`config.mk`:
```
export PLATFORM = sky130hd
export DESIGN_NAME = cmp_share_arbiter_flat
export DESIGN_NICKNAME = d
export VERILOG_FILES = /design/src/rtl/cmp_share_arbiter_if.sv /design/src/rtl/cmp_share_arbiter.sv /design/src/flat_wrapper.sv
export SDC_FILE = /design/constraint.sdc
export NUM_CORES = 1
export LEC_CHECK = 0
export CAP_MARGIN = 40
export CORE_ASPECT_RATIO = 1.75
export CORE_MARGIN = 3
export CORE_UTILIZATION = 40
export DETAILED_ROUTE_END_ITERATION = 7
export GPL_TIMING_DRIVEN = 0
export PLACE_DENSITY = 0.82
export SYNTH_ARGS = -nofsm -noshare
export SYNTH_HDL_FRONTEND = slang
export SYNTH_SLANG_ARGS = --single-unit
```
`constraint.sdc`:
```
create_clock -name clk -period 3.1 [get_ports clk]
set_input_delay 0.465 -clock clk [delete_from_list [all_inputs] [get_ports clk]]
set_output_delay 0.465 -clock clk [all_outputs]
set_load 0.05 [all_outputs]
```
`src/rtl/cmp_share_arbiter_if.sv`:
```
`default_nettype none
// ====================================================================
// cmp_share_arbiter_if: requester/response bundle for cmp_share_arbiter
// Rev 1.0
// ====================================================================
interface cmp_share_arbiter_if #(
  parameter int WIDTH = 4,
  parameter int NREQ  = 4
);
  localparam int IDW = $clog2(NREQ);

  logic [NREQ-1:0]       req_valid;
  logic [NREQ*WIDTH-1:0] req_a;
  logic [NREQ*WIDTH-1:0] req_b;
  logic [NREQ-1:0]       req_ready;
  logic                  resp_valid;
  logic                  resp_ready;
  logic [IDW-1:0]        resp_id;
  logic [WIDTH-1:0]      resp_diff;
  logic                  resp_ge;
  logic                  resp_eq;

  modport master (
    output req_valid, req_a, req_b, resp_ready,
    input  req_ready, resp_valid, resp_id, resp_diff, resp_ge, resp_eq
  );

  modport slave (
    input  req_valid, req_a, req_b, resp_ready,
    output req_ready, resp_valid, resp_id, resp_diff, resp_ge, resp_eq
  );
endinterface
`default_nettype wire

```
`src/rtl/cmp_share_arbiter.sv`:
```
`default_nettype none
// ====================================================================
// cmp_share_arbiter: round-robin sharing of one A+~B+1 subtract/compare chain
// Rev 1.0
// ====================================================================
module cmp_share_arbiter #(
  parameter int WIDTH = 4,
  parameter int NREQ  = 4
) (
  input  logic                clk,
  input  logic                rst,
  cmp_share_arbiter_if.slave  bus
);
  localparam int IDW = $clog2(NREQ);

  typedef enum logic [0:0] {
    EMPTY = 1'b0,
    FULL  = 1'b1
  } state_t;

  state_t           state;
  state_t           state_nxt;
  logic [IDW-1:0]   ptr;
  logic [IDW-1:0]   gnt;
  logic [IDW-1:0]   scan_idx;
  logic             any_req;
  logic             slot_free;
  logic             xfer;
  logic [WIDTH-1:0] a_sel;
  logic [WIDTH-1:0] b_sel;
  logic [WIDTH:0]   sum;
  logic [IDW-1:0]   resp_id_q;
  logic [WIDTH-1:0] resp_diff_q;
  logic             resp_ge_q;
  logic             resp_eq_q;

  // Scan from the farthest offset down so the one nearest ptr wins last.
  always_comb begin
    any_req  = 1'b0;
    gnt      = '0;
    scan_idx = '0;
    for (int k = NREQ - 1; k >= 0; k--) begin
      scan_idx = ptr + IDW'(k);
      if (bus.req_valid[scan_idx]) begin
        any_req = 1'b1;
        gnt     = scan_idx;
      end
    end
  end

  assign slot_free     = (state == EMPTY) || bus.resp_ready;
  assign xfer          = slot_free && any_req && !rst;
  assign bus.req_ready = xfer ? (NREQ'(1) << gnt) : '0;

  // The single shared carry chain: A + ~B + 1, carry-out means A >= B.
  assign a_sel = bus.req_a[gnt*WIDTH +: WIDTH];
  assign b_sel = bus.req_b[gnt*WIDTH +: WIDTH];
  assign sum   = {1'b0, a_sel} + {1'b0, ~b_sel} + {{WIDTH{1'b0}}, 1'b1};

  always_comb begin
    state_nxt = state;
    case (state)
      EMPTY: if (xfer) state_nxt = FULL;
      FULL:  if (bus.resp_ready && !xfer) state_nxt = EMPTY;
      default: state_nxt = EMPTY;
    endcase
  end

  always_ff @(posedge clk or posedge rst) begin
    if (rst) begin
      state <= EMPTY;
    end else begin
      state <= state_nxt;
    end
  end

  always_ff @(posedge clk or posedge rst) begin
    if (rst) begin
      ptr         <= '0;
      resp_id_q   <= '0;
      resp_diff_q <= '0;
      resp_ge_q   <= 1'b0;
      resp_eq_q   <= 1'b0;
    end else if (xfer) begin
      ptr         <= gnt + IDW'(1);
      resp_id_q   <= gnt;
      resp_diff_q <= sum[WIDTH-1:0];
      resp_ge_q   <= sum[WIDTH];
      resp_eq_q   <= (sum[WIDTH-1:0] == '0);
    end
  end

  assign bus.resp_valid = (state == FULL);
  assign bus.resp_id    = resp_id_q;
  assign bus.resp_diff  = resp_diff_q;
  assign bus.resp_ge    = resp_ge_q;
  assign bus.resp_eq    = resp_eq_q;

`ifndef SYNTHESIS
  a_grant_onehot: assert property (@(posedge clk) disable iff (rst)
    $onehot0(bus.req_ready));

  a_resp_hold: assert property (@(posedge clk) disable iff (rst)
    (bus.resp_valid && !bus.resp_ready) |=>
      (bus.resp_valid && $stable(bus.resp_id) && $stable(bus.resp_diff)
       && $stable(bus.resp_ge) && $stable(bus.resp_eq)));
`endif

endmodule
`default_nettype wire

```
`src/flat_wrapper.sv`:
```
// flat-port wrapper written by rule: the top's interface ports become plain ports
module cmp_share_arbiter_flat 
#(
  parameter int WIDTH = 4,
  parameter int NREQ  = 4
)
  (clk, rst, bus_req_valid, bus_req_a, bus_req_b, bus_resp_ready, bus_req_ready, bus_resp_valid, bus_resp_id, bus_resp_diff, bus_resp_ge, bus_resp_eq);
  cmp_share_arbiter_if #(.WIDTH(WIDTH), .NREQ(NREQ)) bus_i ();
  input  logic clk;
  input  logic rst;
  input wire logic [$bits(bus_i.req_valid)-1:0] bus_req_valid;
  input wire logic [$bits(bus_i.req_a)-1:0] bus_req_a;
  input wire logic [$bits(bus_i.req_b)-1:0] bus_req_b;
  input wire logic [$bits(bus_i.resp_ready)-1:0] bus_resp_ready;
  output wire logic [$bits(bus_i.req_ready)-1:0] bus_req_ready;
  output wire logic [$bits(bus_i.resp_valid)-1:0] bus_resp_valid;
  output wire logic [$bits(bus_i.resp_id)-1:0] bus_resp_id;
  output wire logic [$bits(bus_i.resp_diff)-1:0] bus_resp_diff;
  output wire logic [$bits(bus_i.resp_ge)-1:0] bus_resp_ge;
  output wire logic [$bits(bus_i.resp_eq)-1:0] bus_resp_eq;
  assign bus_i.req_valid = bus_req_valid;
  assign bus_i.req_a = bus_req_a;
  assign bus_i.req_b = bus_req_b;
  assign bus_i.resp_ready = bus_resp_ready;
  assign bus_req_ready = bus_i.req_ready;
  assign bus_resp_valid = bus_i.resp_valid;
  assign bus_resp_id = bus_i.resp_id;
  assign bus_resp_diff = bus_i.resp_diff;
  assign bus_resp_ge = bus_i.resp_ge;
  assign bus_resp_eq = bus_i.resp_eq;
  cmp_share_arbiter #(.WIDTH(WIDTH), .NREQ(NREQ)) u_core (.clk(clk), .rst(rst), .bus(bus_i));
endmodule
```
==> results.txt, run 1 <==
Initial Util: 0.4343
Initial antenna violation count: 0
Fmax: 341.5 MHz
Port Buf Inserts: 51
Leakage power: 0.0007474 uW
CP max FO: 11
Synth top cells by count: 22 x mux2i_1, 11 x dfrtp_1, 9 x nand2_1
M2 GR Usage: 0.3425
Final antenna-violating net count: 0
1st-pass router iterations: 4
Die Ht: 72.96 um
Antenna cells: 0
Clock root buffer: clkbuf_8
Critical Path Sink Type: output pin
Worst slew margin: 0.6577
Clock tree sinks: 11
CP bufs+invs: 5
Area leader, netlist: dfrtp_1
Seq/Total Area, Yosys: 0.2686
Top-area cell type share of the netlist area: 0.2686
Worst-path cell chain: clkdlybuf4s50_1 > nand2_1 > nand3b_1 > a2bb2oi_2 > buf_6 > buf_12 > inv_1 > ha_1 > and2_1 > dlygate4sd2_1
Unique masters post-synth: 28
Largest net degree at the start of global routing: 13
GRT Residual Overflow: 0
Slowest cell delay on critical path: 0.57 ns
Count leader, synth: mux2i_1
Flops & latches, synth: 11
# rows: 23
Core area: 2360 um^2
Number of synthesized flops with an enable pin: 0
Number of global-route vias before repair: 1007
Hold Worst Slack: 0.4960 ns
# fillers: 198
IO Count: 52
Setup Skew: 0.002557 ns
RePlAce Congestion: 0.7640
CP Launch Type: input pin
Placed instance count: 177
Nets: 205
Gr usage total: 0.1768
Reg clk slew, reported paths: 0.05 ns
First-pass GRT wire length: 4395 um
Largest cells by area after synthesis: dfrtp_1 27%, mux2i_1 21%, ha_1 9.8%
Die area: 3229 um^2
Hold crit path type: reg2reg
Worst vdd ir: 0.0005119 V
Final Cycle Share: 0.9447
RSZ-0062 raised after global routing: no
Drt total wl: 2631 um
Post-CTS setup buffers: 0
Largest delay share family, worst path: buffers and inverters
Data required, critical path: 2.63 ns
Final Hold Viols: 0
Hpwl dp: 2246 um
P per Cell Area: 788.0 nW/um^2
Post-synth net total: 149
Crit path time final: 2.929 ns
Share of cells above drive strength 1: 0.1538
Drt initial violations: 21
Num CTS Buffers: 3
Clock Latency Late Sink: 0.23 ns
Final Non-Filler Cells: 181
Setup Viol. Count Final: 0
Remaining DRCs: 0
Setup CP Type: in2out
Syn-to-layout area delta: 57.14%
Worst path slowest cell: clkdlybuf4s50_1
Slew Limit Fails: 0
Vias per inst: 5.199
Synthesized area: 1025 um^2
Routed length per instance: 14.54 um
Arr. time, crit path: 2.46 ns
Post-synth top flop: dfrtp_1
Longest Clk Path Bufs: 2
Grt met3 use: 0.03704
DR vias: 941
Die W: 44.26 um
YS warnings: 0
Busiest grt layer: met2
H-tree levels: 1
Syn Inst Count: 101
Max Cap Viol: 0
Synth Area per Inst: 10.15 um^2
Outcome: complete, no violations
CTS tree: done
Grt met1 use: 0.1876
Worst-Margin Slew: 0.5119 ns
FFs w/ async S/R, synth: 1.000
==> per-layer routing <==
metal | routed length, um | up-vias | part of all wire
met5 | 0 | - | 0
met4 | 21 | 0 | 0.0080
met3 | 133 | 2 | 0.051
met2 | 1537 | 31 | 0.58
met1 | 938 | 443 | 0.36
li1 | - | 465 | -
==> registers in the layout, summed over array words and instances, names as in the netlist <==
register               cells
u_core.bus.resp_valid      1
u_core.bus.resp_ge         1
u_core.bus.resp_eq         1
u_core.bus.resp_id         2
u_core.ptr                 2
u_core.bus.resp_diff       4
==> cell families (layout without fill, tap and decap cells) <==
family	count (synthesis)	count (layout)	synth area share
adder cells (fa/ha/maj)	9	9	0.1172
AO/OA/AOI/OAI	17	17	0.1050
buffers and inverters	11	66	0.07326
multiplexers	29	29	0.2991
XOR/XNOR	2	2	0.01710
AND/OR/NAND/NOR	22	22	0.1197
flip-flops	11	11	0.2686
==> worst min-delay path: cells and delay by family (launching register included) <==
family,cells,cell delay (ns)
flip-flops,1,0.35
AND/OR/NAND/NOR,1,0.05
AO/OA/AOI/OAI,1,0.06
==> report_power, final <==
group | internal (uW) | switching [uW]
clock | 88.0 | 50.7
sequential | 200 | 42.1
combinational | 405 | 483
total | 694 | 575
==> cells in the final DEF (no fill, tap or decap) <==
master	count
inv_2	1
mux2_4	2
o21ai_0	7
nor3b_1	1
inv_1	5
dlygate4sd2_1	2
nand2_1	9
clkdlybuf4s50_1	47
xnor2_1	1
buf_2	2
clkbuf_2	2
nor3_4	1
mux2_2	5
a2bb2oi_2	1
buf_6	2
a21oi_1	5
dfrtp_1	11
nand2b_1	2
nand4_1	1
mux2i_1	22
a21oi_2	1
a21o_1	2
and2_1	4
nor2_1	2
o41ai_1	1
clkinv_2	1
buf_12	1
clkbuf_8	3
fa_2	1
nand3b_1	1
ha_1	8
xor2_2	1
nor2b_1	1
==> per-stage QoR <==
step	power [uW]	area, um^2	setup slack, ns	utilization	setup TNS (ns)
floorplan	863.1	1025	0.7201	-	0
global placement	1095	1567	-0.1187	0.6638	-0.3769
detailed placement	1125	1567	-0.1553	0.6638	-0.6227
CTS	1267	1608	0.08367	0.6813	0
global route	1356	1610	0.01129	0.6824	0
finish	1269	1610	0.1713	0.6824	0
==> worst paths after layout <==
kind	start	end	slack [ns]	cells after the start
hold / removal	u_core.bus.resp_ge	u_core.bus.resp_ge	0.50	2
setup / recovery	bus_req_valid[0]	bus_req_ready[1]	0.17	10
hold reg to reg	u_core.bus.resp_ge	u_core.bus.resp_ge	0.50	2
min in group asynchronous	rst	u_core.bus.resp_id[1]	0.52	2
max in group asynchronous	rst	u_core.ptr[0]	2.29	2
setup reg to reg	u_core.ptr[1]	u_core.bus.resp_diff[3]	0.54	9
==> final cells by class <==
cell class / instances / area (um^2) / share of cell area
Clock buffer: 3 / 41.29 / 0.02564
Buffer: 5 / 52.55 / 0.03263
Sequential cell: 11 / 275.3 / 0.1709
Tap cell: 25 / 31.28 / 0.01943
Multi-Input combinational cell: 79 / 684.4 / 0.4250
Clock inverter: 1 / 5.005 / 0.003108
Inverter: 6 / 22.52 / 0.01399
Timing Repair Buffer: 51 / 498.0 / 0.3092
==> what timing repair did <==
item,in CTS,in global routing
hold buffers,0,0
pin swaps,0,1
resized for setup,4,6
endpoints found under the setup margin,4,3
(Power assumes the default switching activity.)
==> run 2: changes to the inputs <==
--- a/config.mk
+++ b/config.mk
@@ -12,6 +12,7 @@
 export DETAILED_ROUTE_END_ITERATION = 7
 export GPL_TIMING_DRIVEN = 0
 export PLACE_DENSITY = 0.82
+export REMOVE_ABC_BUFFERS = 1
 export SYNTH_ARGS = -nofsm -noshare
 export SYNTH_HDL_FRONTEND = slang
 export SYNTH_SLANG_ARGS = --single-unit
==> run 2 against run 1 <==
Compared with the run above: via count is 2.0% higher; global-route usage is 0.055 points higher; critical endpoint is now u_core.bus.resp_eq; non-clock buffer count is 2 higher; highest routed layer unchanged; register-to-register slack worse by 0.33 ns.
==> results.txt, run 2 (same netlist as run 1, synthesis figures left out) <==
Final Non-Filler Cells: 183
Worst vdd ir: 0.0004593 V
Leakage power: 0.0007621 uW
GRT Residual Overflow: 0
Multi-input gate area: 708.2 um^2
Largest net degree at the start of global routing: 14
# fillers: 193
Crit path time final: 3.050 ns
Initial antenna violation count: 0
Switching Share: 0.4516
Syn-to-layout area delta: 61.17%
Outcome: complete, no violations
Sequential Power Share: 0.183
Layout Utilization: 0.6999
Max FFs per register: 4
H-tree levels: 1
Clock Latency Late Sink: 0.24 ns
Reg clk slew, reported paths: 0.05 ns
Setup CP Type: in2reg
Share of cells above drive strength 1: 0.1835
Antenna cells: 0
Die W: 44.26 um
Final antenna-violating net count: 0
RePlAce Congestion: 0.7831
Commonest non-fill, non-tap cell in the layout: clkdlybuf4s50_1
Nets: 207
CTS tree: done
Setup Skew: 0.0003222 ns
Hpwl dp: 2041 um
CP max FO: 4
Part of the power in combinational logic: 0.707
Die area: 3229 um^2
Remaining DRCs: 0
Total negative setup slack: 0 ns
Final Cycle Share: 0.9839
IO Count: 52
First-pass GRT wire length: 4271 um
Setup Viol. Count Final: 0
Sw power: 597.8 uW
Port Buf Inserts: 51
Placed instance count: 173
Clock root buffer: clkbuf_8
Core area: 2360 um^2
Critical Path Sink Type: flop
Gr usage total: 0.1774
Max Cap Viol: 0
Hold crit path type: reg2reg
Total power: 1324 uW
Fmax: 327.9 MHz
Number of hold buffers added after cts: 0
Vias per inst: 5.246
DR vias: 960
Worst slew margin: 0.5477
Clock Power Share: 0.109
Cell internal pwr: 725.9 uW
Clock tree sinks: 11
Num CTS Buffers: 3
P per Cell Area: 801.4 nW/um^2
Hold Worst Slack: 0.4941 ns
Most frequent cells in the layout: 46 x clkdlybuf4s50_1, 20 x mux2i_1, 11 x dfrtp_1
Data required, critical path: 3.26 ns
# rows: 23
Final Hold Viols: 0
Longest Clk Path Bufs: 2
1st-pass router iterations: 2
Initial Util: 0.4343
Number of global-route vias before repair: 958
Die Ht: 72.96 um
Arr. time, crit path: 3.21 ns
Routed length per instance: 14.92 um
RSZ-0062 raised after global routing: yes
Drt total wl: 2731 um
Slew Limit Fails: 0
Drt initial violations: 8
CP Launch Type: input pin
Reg area: 275.3 um^2
Worst-Margin Slew: 0.6697 ns
## run 2: stage by stage
step,instance area [um^2],setup slack (ns)
floorplan,972.2,0.1559
global placement,1514,-0.7406
detailed placement,1529,-0.4942
CTS,1622,0.04123
global route,1652,-0.1354
finish,1652,0.04996
## run 2: routing by layer
metal  vias up  share of wire  GRT usage
li1        468              -          -
met1       451           0.33     0.1662
met2        34           0.60     0.3620
met3         7          0.044   0.009877
met4         0          0.029    0.08054
met5         -              0          0
## run 2: critical path: stages
cell	delay [ns]
clkdlybuf4s50_1	0.48
mux2i_1	0.16
nor2_1	0.08
nor3_4	0.23
buf_4	0.16
buf_4	0.12
mux2_2	0.33
ha_1	0.21
fa_1	0.42
xor2_1	0.21
nand4_1	0.15
o21ai_1	0.18
## run 2: worst paths after layout
path / startpoint / to / slack (ns) / cells past startpoint
worst min-delay path: u_core.bus.resp_id[1] / u_core.bus.resp_id[1] / 0.49 / 2
worst min register to register: u_core.bus.resp_id[1] / u_core.bus.resp_id[1] / 0.49 / 2
min in group asynchronous: rst / u_core.bus.resp_valid / 0.51 / 2
max in group asynchronous: rst / u_core.bus.resp_diff[3] / 2.41 / 2
worst max-delay path: bus_req_valid[0] / u_core.bus.resp_eq / 0.05 / 12
worst max register to register: u_core.ptr[1] / u_core.bus.resp_eq / 0.21 / 11
## run 2: cell type report
type,count,area share
flip-flops and latches,11,0.1667
well taps,25,0.01894
clock buffers,3,0.02500
repair buffers,58,0.3417
inverters,6,0.01591
multi-input cells,79,0.4288
clock inverters,1,0.003030
## run 2: what timing repair did
action                     4_1_cts  5_1_grt
pin swaps                        2        3
gates resized for setup          6       12
setup endpoints to repair        6        6
setup buffers                    5        1
## run 2: power groups by stage
stage / Combinational, uW / Clock (uW) / Sequential (uW)
after floorplan: 432 / 0 / 393
after CTS: 885 / 149 / 243
after global routing: 1000 / 154 / 250
after detailed placement: 843 / 0 / 242
after global placement: 805 / 0 / 239
final: 936 / 145 / 243
